[config.mk]
export PLATFORM = sky130hd
export DESIGN_NAME = dnn_layer_sequencer
export DESIGN_NICKNAME = d
export VERILOG_FILES = /design/src/rtl/dnn_seq_pkg.sv /design/src/rtl/dnn_seq_cmd_port.sv /design/src/rtl/dnn_layer_sequencer.sv
export SDC_FILE = /design/constraint.sdc
export NUM_CORES = 1
export LEC_CHECK = 0
export CORE_ASPECT_RATIO = 1.2
export CORE_UTILIZATION = 45
export DETAILED_ROUTE_END_ITERATION = 6
export PLACE_DENSITY_LB_ADDON = 0.25
export SLEW_MARGIN = 20
export SYNTH_ARGS = -nofsm -noshare
export SYNTH_HDL_FRONTEND = slang
export SYNTH_SLANG_ARGS = --single-unit
[constraint.sdc]
create_clock -name aclk -period 5.5 [get_ports aclk]
set_input_delay 1.1 -clock aclk [delete_from_list [all_inputs] [get_ports aclk]]
set_output_delay 1.1 -clock aclk [all_outputs]
set_load 0.01 [all_outputs]
[src/rtl/dnn_seq_pkg.sv]
// Shared types for the DNN layer sequencer: descriptor layout, FSM states, default widths.
// Latency: n/a (types and constants only).
// Backpressure: n/a.
package dnn_seq_pkg;

  localparam int ADDR_W_DEF = 32;
  localparam int LEN_W_DEF  = 26;

  // Packed LSB->MSB: px_addr, px_len, wt_addr, wt_len, out_addr, out_len, last_layer.
  // The first member listed lands in the MSBs.
  typedef struct packed {
    logic                  last_layer;
    logic [LEN_W_DEF-1:0]  out_len;
    logic [ADDR_W_DEF-1:0] out_addr;
    logic [LEN_W_DEF-1:0]  wt_len;
    logic [ADDR_W_DEF-1:0] wt_addr;
    logic [LEN_W_DEF-1:0]  px_len;
    logic [ADDR_W_DEF-1:0] px_addr;
  } desc_t;

  typedef enum logic [1:0] {
    ST_IDLE   = 2'd0,
    ST_ISSUE  = 2'd1,
    ST_RUN    = 2'd2,
    ST_RETIRE = 2'd3
  } state_e;

endpackage

[src/rtl/dnn_seq_cmd_port.sv]
// One DMA command channel: loads addr/len, holds valid until accepted, remembers acceptance.
// Latency: valid registered one cycle after load; done is combinational on the accepting beat.
// Backpressure: valid and addr/len are held stable while ready is low.
// Ports: clk/rst (sync active-high), load + load_addr/load_len from the sequencer,
//        cmd_valid/cmd_ready/cmd_addr/cmd_len to the DMA, done = accepted this layer.
module dnn_seq_cmd_port
  import dnn_seq_pkg::*;
#(
  parameter int ADDR_W = ADDR_W_DEF,
  parameter int LEN_W  = LEN_W_DEF
) (
  input  logic              clk,
  input  logic              rst,
  input  logic              load,
  input  logic [ADDR_W-1:0] load_addr,
  input  logic [LEN_W-1:0]  load_len,
  input  logic              cmd_ready,
  output logic              cmd_valid,
  output logic [ADDR_W-1:0] cmd_addr,
  output logic [LEN_W-1:0]  cmd_len,
  output logic              done
);

  logic accepted;

  always_ff @(posedge clk) begin
    if (rst) begin
      cmd_valid <= 1'b0;
      cmd_addr  <= '0;
      cmd_len   <= '0;
      accepted  <= 1'b0;
    end else if (load) begin
      cmd_valid <= 1'b1;
      cmd_addr  <= load_addr;
      cmd_len   <= load_len;
      accepted  <= 1'b0;
    end else if (cmd_valid && cmd_ready) begin
      cmd_valid <= 1'b0;
      accepted  <= 1'b1;
    end
  end

  // Includes the accepting beat itself so the FSM can leave ISSUE on that same edge.
  assign done = accepted | (cmd_valid & cmd_ready);

endmodule

[src/rtl/dnn_layer_sequencer.sv]
// Layer scheduler: takes descriptors, issues px/wt/out DMA commands, retires on all three tlasts.
// Latency: desc accept N -> cmds N+2; last tlast M -> layer_done M+1, next cmds M+2.
// Backpressure: s_desc_ready low while the one-deep shadow is full; cmd valid held until ready.
// Ports: aclk/areset (sync active-high), s_desc_* descriptor in, m_{px,wt,out}_cmd_* DMA
//        commands, mon_*_last stream completion, busy/layer_done/net_done/layer_cnt/timeout status.
// Optional macro DNN_SEQ_TIMEOUT_EN adds a 32-bit stall watchdog driving a sticky timeout.
module dnn_layer_sequencer
  import dnn_seq_pkg::*;
#(
  parameter int ADDR_W = ADDR_W_DEF,
  parameter int LEN_W  = LEN_W_DEF,
  parameter int DESC_W = 3*ADDR_W + 3*LEN_W + 1
) (
  input  logic              aclk,
  input  logic              areset,
  input  logic              s_desc_valid,
  output logic              s_desc_ready,
  input  logic [DESC_W-1:0] s_desc_data,
  output logic              m_px_cmd_valid,
  input  logic              m_px_cmd_ready,
  output logic [ADDR_W-1:0] m_px_cmd_addr,
  output logic [LEN_W-1:0]  m_px_cmd_len,
  output logic              m_wt_cmd_valid,
  input  logic              m_wt_cmd_ready,
  output logic [ADDR_W-1:0] m_wt_cmd_addr,
  output logic [LEN_W-1:0]  m_wt_cmd_len,
  output logic              m_out_cmd_valid,
  input  logic              m_out_cmd_ready,
  output logic [ADDR_W-1:0] m_out_cmd_addr,
  output logic [LEN_W-1:0]  m_out_cmd_len,
  input  logic              mon_px_last,
  input  logic              mon_wt_last,
  input  logic              mon_out_last,
  output logic              busy,
  output logic              layer_done,
  output logic              net_done,
  output logic [15:0]       layer_cnt,
  output logic              timeout
);

  localparam int PX_LEN_LSB   = ADDR_W;
  localparam int WT_ADDR_LSB  = ADDR_W + LEN_W;
  localparam int WT_LEN_LSB   = 2*ADDR_W + LEN_W;
  localparam int OUT_ADDR_LSB = 2*ADDR_W + 2*LEN_W;
  localparam int OUT_LEN_LSB  = 3*ADDR_W + 2*LEN_W;
  localparam int LAST_BIT     = 3*ADDR_W + 3*LEN_W;

  state_e            state, state_d;
  logic              shadow_valid, shadow_valid_d;
  logic [DESC_W-1:0] shadow;
  logic              active_last;
  logic [2:0]        flags;        // {out, wt, px} completion seen this layer
  logic [2:0]        mon;
  logic              desc_fire;
  logic              load_active;
  logic              retire_go;
  logic              px_done, wt_done, out_done;

  assign mon       = {mon_out_last, mon_wt_last, mon_px_last};
  assign desc_fire = s_desc_valid & s_desc_ready;
  // Pulses landing on the deciding cycle count, so layer_done follows the last tlast by one cycle.
  assign retire_go = (state == ST_RUN) && (&(flags | mon));

  always_comb begin
    state_d     = state;
    load_active = 1'b0;
    case (state)
      ST_IDLE: begin
        if (shadow_valid) begin
          load_active = 1'b1;
          state_d     = ST_ISSUE;
        end
      end
      ST_ISSUE: begin
        if (px_done && wt_done && out_done) state_d = ST_RUN;
      end
      ST_RUN: begin
        if (retire_go) state_d = ST_RETIRE;
      end
      ST_RETIRE: begin
        if (shadow_valid) begin
          load_active = 1'b1;
          state_d     = ST_ISSUE;
        end else begin
          state_d = ST_IDLE;
        end
      end
      default: state_d = ST_IDLE;
    endcase
    // A new descriptor arriving on the drain cycle refills the shadow with no bubble.
    if (desc_fire) shadow_valid_d = 1'b1;
    else if (load_active) shadow_valid_d = 1'b0;
    else shadow_valid_d = shadow_valid;
  end

  always_ff @(posedge aclk) begin
    if (areset) begin
      state        <= ST_IDLE;
      shadow_valid <= 1'b0;
      shadow       <= '0;
      active_last  <= 1'b0;
      flags        <= '0;
      s_desc_ready <= 1'b1;
      busy         <= 1'b0;
      layer_done   <= 1'b0;
      net_done     <= 1'b0;
      layer_cnt    <= '0;
    end else begin
      state        <= state_d;
      shadow_valid <= shadow_valid_d;
      s_desc_ready <= ~shadow_valid_d;
      busy         <= (state_d != ST_IDLE) | shadow_valid_d;
      if (desc_fire) shadow <= s_desc_data;
      if (load_active) active_last <= shadow[LAST_BIT];
      if (state == ST_RETIRE) flags <= '0;
      else if (state == ST_ISSUE || state == ST_RUN) flags <= flags | mon;
      layer_done <= retire_go;
      net_done   <= retire_go & active_last;
      if (retire_go) layer_cnt <= active_last ? 16'd0 : layer_cnt + 16'd1;
    end
  end

  dnn_seq_cmd_port #(.ADDR_W(ADDR_W), .LEN_W(LEN_W)) u_px_cmd (
    .clk(aclk), .rst(areset), .load(load_active),
    .load_addr(shadow[0 +: ADDR_W]), .load_len(shadow[PX_LEN_LSB +: LEN_W]),
    .cmd_ready(m_px_cmd_ready), .cmd_valid(m_px_cmd_valid),
    .cmd_addr(m_px_cmd_addr), .cmd_len(m_px_cmd_len), .done(px_done)
  );

  dnn_seq_cmd_port #(.ADDR_W(ADDR_W), .LEN_W(LEN_W)) u_wt_cmd (
    .clk(aclk), .rst(areset), .load(load_active),
    .load_addr(shadow[WT_ADDR_LSB +: ADDR_W]), .load_len(shadow[WT_LEN_LSB +: LEN_W]),
    .cmd_ready(m_wt_cmd_ready), .cmd_valid(m_wt_cmd_valid),
    .cmd_addr(m_wt_cmd_addr), .cmd_len(m_wt_cmd_len), .done(wt_done)
  );

  dnn_seq_cmd_port #(.ADDR_W(ADDR_W), .LEN_W(LEN_W)) u_out_cmd (
    .clk(aclk), .rst(areset), .load(load_active),
    .load_addr(shadow[OUT_ADDR_LSB +: ADDR_W]), .load_len(shadow[OUT_LEN_LSB +: LEN_W]),
    .cmd_ready(m_out_cmd_ready), .cmd_valid(m_out_cmd_valid),
    .cmd_addr(m_out_cmd_addr), .cmd_len(m_out_cmd_len), .done(out_done)
  );

`ifdef DNN_SEQ_TIMEOUT_EN
  logic [31:0] wd_cnt;
  logic        timeout_q;
  logic        activity;

  assign activity = desc_fire | (|mon)
                  | (m_px_cmd_valid & m_px_cmd_ready)
                  | (m_wt_cmd_valid & m_wt_cmd_ready)
                  | (m_out_cmd_valid & m_out_cmd_ready);

  // Only a stall while work is in flight counts; the counter saturates and the flag sticks.
  always_ff @(posedge aclk) begin
    if (areset) begin
      wd_cnt    <= '0;
      timeout_q <= 1'b0;
    end else begin
      if ((state == ST_ISSUE || state == ST_RUN) && !activity) begin
        if (wd_cnt != 32'hFFFF_FFFF) wd_cnt <= wd_cnt + 32'd1;
      end else begin
        wd_cnt <= '0;
      end
      if (wd_cnt == 32'hFFFF_FFFF) timeout_q <= 1'b1;
    end
  end

  assign timeout = timeout_q;
`else
  assign timeout = 1'b0;
`endif

endmodule

==> flow_summary_export.csv <==
group,metric,value,unit
drt,dr.first_iter.drc_count,769,
cts,number_of_buffers_created_by_cts,39,
drt,detail_route.vias_per_cell,4.96,
global_route,grt_first_pass_wirelength,56100,um
synth,synth_cell_types,34,
synth,postSynthAreaPerCell,7.88,sq um
min_path,hold_path_class,"flop to flop",
final_layout,final-instance-count-excl-fill,2394,
critical_path,crit_fanout,101,
critical_path,crit_required,5930,ps
sta,slew_headroom,0.302,
pwr,p_leak,0.00648,uW
cts,cts-htree-levels,2,
sta,rsz_0062_raised_after_global_routing,"false",
placed_design,dpl.hpwl,22500,um
cts,clk_pin_slew,60,ps
floorplanning,initial_utilization,0.458,
drt,antenna_violating_nets_post_route,0,
synth,cells_after_synth,1677,
sta,max_clock_freq,374,MHz
final_layout,finish.net_count,2170,
critical_path,critPathCaptureType,"flop",
drt,drt_pre_antenna_iters,5,
sta,timing.clock.skew,9.03,ps
sta,number_of_max_slew_violations_in_the_final_report,0,
floorplanning,rows,68,
floorplanning,die_h,190,um
sta,report.final.setup_viol,0,
placed_design,gpl.final_weighted_congestion,0.788,
synth,synth_largest_area_cell,"sky130_fd_sc_hd__dfxtp_1",
critical_path,crit_family,"simple AND/OR/NAND/NOR gates",
placed_design,place_area,17200,sq um
critical_path,cpMaxStageDelayCell,"sky130_fd_sc_hd__nand2b_4",
critical_path,ordered_list_of_cells_on_the_worst_path,"inv_1 -> ha_1 -> nand2b_4 -> buf_12 -> nand2_1 -> a21oi_1",
critical_path,cp_slowest_stage_delay,780,ps
synth,yosys_warnings,0,
synth,synth.cell_area,13200,sq um
sta,finalHoldViolCount,0,
cts,cts.hold.buffers_added,0,
cts,clock-sinks,382,
critical_path,crit_path_start_kind,"flop",
cts,maximum_clock_insertion_buffer_count,3,
drt,drt-total-wl,35800,um
global_route,overflow,0,
sta,timing.final.crit_share,0.486,
critical_path,number_of_buffer_and_inverter_instances_along_the_worst_setup_path,2,
synth,fraction_of_synthesized_cell_area_taken_by_the_top_area_cell_type,0.578,
pwr,cellPowerDensity,361,nW/um^2
cts,tritoncts_clock_tree,"built",
cts,post_cts_setup_buffers,0,
final_layout,fillers,2393,
placed_design,place.detailed.instances,2325,
floorplanning,top_level_ports,382,
cts,clockRootBuffer,"sky130_fd_sc_hd__clkbuf_16",
global_route,antenna_found_initial,1,
sta,post-route-min-period,2670,ps
synth,yosysSeqAreaShare,0.578,
global_route,aggregate_global_route_resource_usage,0.232,
cts,post_cts.resized_instances,0,
floorplanning,total_core_area,28800,sq um
synth,syn_nets,1866,
synth,synth.top_cells.by_area,"sky130_fd_sc_hd__dfxtp_1 58%, sky130_fd_sc_hd__nand2_1 20%, sky130_fd_sc_hd__a21oi_1 14%, sky130_fd_sc_hd__clkbuf_1 3.2%, sky130_fd_sc_hd__ha_1 0.47%",
placed_design,port-buffer-count,380,
critical_path,critPathArrivalTime,3100,ps
drt,num_vias,11900,
flow_run,maxCapViolations,0,
final_layout,postLayoutCellArea,18500,sq um
cts,clk-insertion-delay-late,520,ps
sta,totalNegativeSetupSlack,0,ps
critical_path,critical_path_class,"flop to flop",
floorplanning,dieWidth,158,um
synth,ys_ff_latch,382,
floorplanning,design.die.area,30100,sq um
drt,post-route-drc-count,0,
drt,post_drt_wl_per_cell,15.0,um
final_layout,post_route_cells_drive_above_1_share,0.0383,
sta,max_slew.worst_pin.slew,1050,ps
pwr,max-vdd-ir-drop,0.263,mV
global_route,first_global_vias,11200,
global_route,grt_max_degree,212,
final_layout,flow.area_growth_from_synthesis,39.8,%
status,run_status,"finished, final reports clean",
[sequential cells by signal (all words and copies together) (netlist names)]
signal               count
shadow                 175
u_out_cmd.cmd_addr      32
u_px_cmd.cmd_addr       32
u_wt_cmd.cmd_addr       32
u_out_cmd.cmd_len       26
u_px_cmd.cmd_len        26
u_wt_cmd.cmd_len        26
layer_cnt               16
flags                    3
state                    2
active_last              1
busy                     1
layer_done               1
net_done                 1
s_desc_ready             1
shadow_valid             1
u_out_cmd.accepted       1
u_out_cmd.cmd_valid      1
u_px_cmd.accepted        1
u_px_cmd.cmd_valid       1
u_wt_cmd.accepted        1
u_wt_cmd.cmd_valid       1
[report_power, final]
part	leakage (uW)	internal [uW]	switching, uW	total (uW)
Clock	0.000652	1610	1040	2660
Sequential	0.00311	2950	101	3050
Combinational	0.00272	399	569	967
Total	0.00648	4960	1710	6680
[layout make-up]
type,instances,area [sq um],area share
Clock inverter,8,93.8,0.00508
Antenna cell,1,2.50,0.000135
Inverter,7,26.3,0.00142
Tap cell,385,482,0.0261
Clock buffer,60,1220,0.0659
Multi-Input combinational cell,1164,5100,0.276
Sequential cell,382,7650,0.414
Timing Repair Buffer,387,3910,0.212
[cell usage in the layout (no fill, tap or decap), types with 2 or more instances in the layout]
master / n
sky130_fd_sc_hd__nor3_1: 11
sky130_fd_sc_hd__o21ai_0: 7
sky130_fd_sc_hd__clkdlybuf4s50_1: 379
sky130_fd_sc_hd__nor4_1: 4
sky130_fd_sc_hd__clkbuf_1: 7
sky130_fd_sc_hd__nand2_1: 707
sky130_fd_sc_hd__or4_1: 3
sky130_fd_sc_hd__o31ai_1: 3
sky130_fd_sc_hd__a211oi_1: 2
sky130_fd_sc_hd__dfxtp_1: 382
sky130_fd_sc_hd__clkbuf_8: 12
sky130_fd_sc_hd__xnor2_1: 6
sky130_fd_sc_hd__buf_12: 4
sky130_fd_sc_hd__or3_1: 8
sky130_fd_sc_hd__ha_1: 5
sky130_fd_sc_hd__nor2_1: 10
sky130_fd_sc_hd__buf_4: 3
sky130_fd_sc_hd__clkinv_2: 5
sky130_fd_sc_hd__nand4_1: 2
sky130_fd_sc_hd__a21oi_1: 370
sky130_fd_sc_hd__bufinv_16: 2
sky130_fd_sc_hd__nand2b_1: 4
sky130_fd_sc_hd__a21o_1: 2
sky130_fd_sc_hd__inv_1: 7
sky130_fd_sc_hd__nand3_1: 5
sky130_fd_sc_hd__clkbuf_16: 41
[worst paths after layout]
| check | startpoint | to | slack (ps) | cells past startpoint |
|---|---|---|---|---|
| worst min register to register | shadow[143] | u_out_cmd.cmd_addr[27] | 450 | 2 |
| worst min-delay path | shadow[143] | u_out_cmd.cmd_addr[27] | 450 | 2 |
| worst max register to register | state[1] | u_wt_cmd.cmd_len[14] | 2830 | 6 |
| worst max-delay path | state[1] | u_wt_cmd.cmd_len[14] | 2830 | 6 |
[per-stage QoR]
stage / utilization / setup slack, ps / total power (uW) / hold WS [ps]
4_1_cts: 0.641 / 2790 / 6740 / 448
3_5_place_dp: 0.595 / 2320 / 4090 / 443
2_1_floorplan: - / 3080 / 3630 / 432
6_report: 0.641 / 2830 / 6680 / 449
5_1_grt: 0.641 / 2640 / 6970 / 457
3_3_place_gp: 0.595 / 2350 / 4070 / 435
[synth_stat cells]
library cell / n
sky130_fd_sc_hd__clkbuf_1: 114
sky130_fd_sc_hd__buf_4: 1
sky130_fd_sc_hd__o21a_1: 1
sky130_fd_sc_hd__a211oi_1: 2
sky130_fd_sc_hd__buf_1: 8
sky130_fd_sc_hd__nor3_1: 11
sky130_fd_sc_hd__xor2_1: 1
sky130_fd_sc_hd__or3b_2: 1
sky130_fd_sc_hd__o22a_1: 1
sky130_fd_sc_hd__xnor2_1: 6
sky130_fd_sc_hd__nor4_1: 4
sky130_fd_sc_hd__nand2b_1: 5
sky130_fd_sc_hd__or2_2: 1
sky130_fd_sc_hd__o31ai_1: 3
sky130_fd_sc_hd__a21oi_1: 370
sky130_fd_sc_hd__or3_1: 8
sky130_fd_sc_hd__nor2b_1: 1
sky130_fd_sc_hd__a21o_1: 2
sky130_fd_sc_hd__o21ai_0: 7
sky130_fd_sc_hd__and2_1: 2
sky130_fd_sc_hd__ha_1: 5
sky130_fd_sc_hd__nor2_1: 10
sky130_fd_sc_hd__buf_2: 1
sky130_fd_sc_hd__o21ai_2: 1
sky130_fd_sc_hd__dfxtp_1: 382
sky130_fd_sc_hd__inv_1: 7
sky130_fd_sc_hd__nand4_1: 2
sky130_fd_sc_hd__or4_1: 3
sky130_fd_sc_hd__nand2_1: 708
sky130_fd_sc_hd__conb_1: 1
sky130_fd_sc_hd__nand3_1: 5
sky130_fd_sc_hd__nand3b_1: 1
sky130_fd_sc_hd__o22ai_4: 1
sky130_fd_sc_hd__and4_1: 1
[per-layer routing]
metal	GRT usage	part of all wire	up-vias
li1	-	-	6017
met1	0.270	0.40	5436
met2	0.398	0.49	364
met3	0.0708	0.079	58
met4	0.0873	0.030	0
met5	0	0	-
[cell families (layout without fill, tap and decap cells)]
group / Yosys count / count (layout) / synth area share
flip-flops: 382 / 382 / 0.578
AND/OR/NAND/NOR: 763 / 763 / 0.224
adder cells (fa/ha/maj): 5 / 5 / 0.00473
buffers and inverters: 131 / 462 / 0.0376
XOR/XNOR: 7 / 7 / 0.00464
other: 1 / 2 / 0.000284
AO/OA/AOI/OAI: 388 / 388 / 0.150
[tightest hold or removal path, cell delays in order, from the launching register on]
cell and delay (ps):
sky130_fd_sc_hd__dfxtp_1 310, sky130_fd_sc_hd__nand2_1 50, sky130_fd_sc_hd__a21oi_1 50
Note: power is estimated with default switching activity, not from simulation.
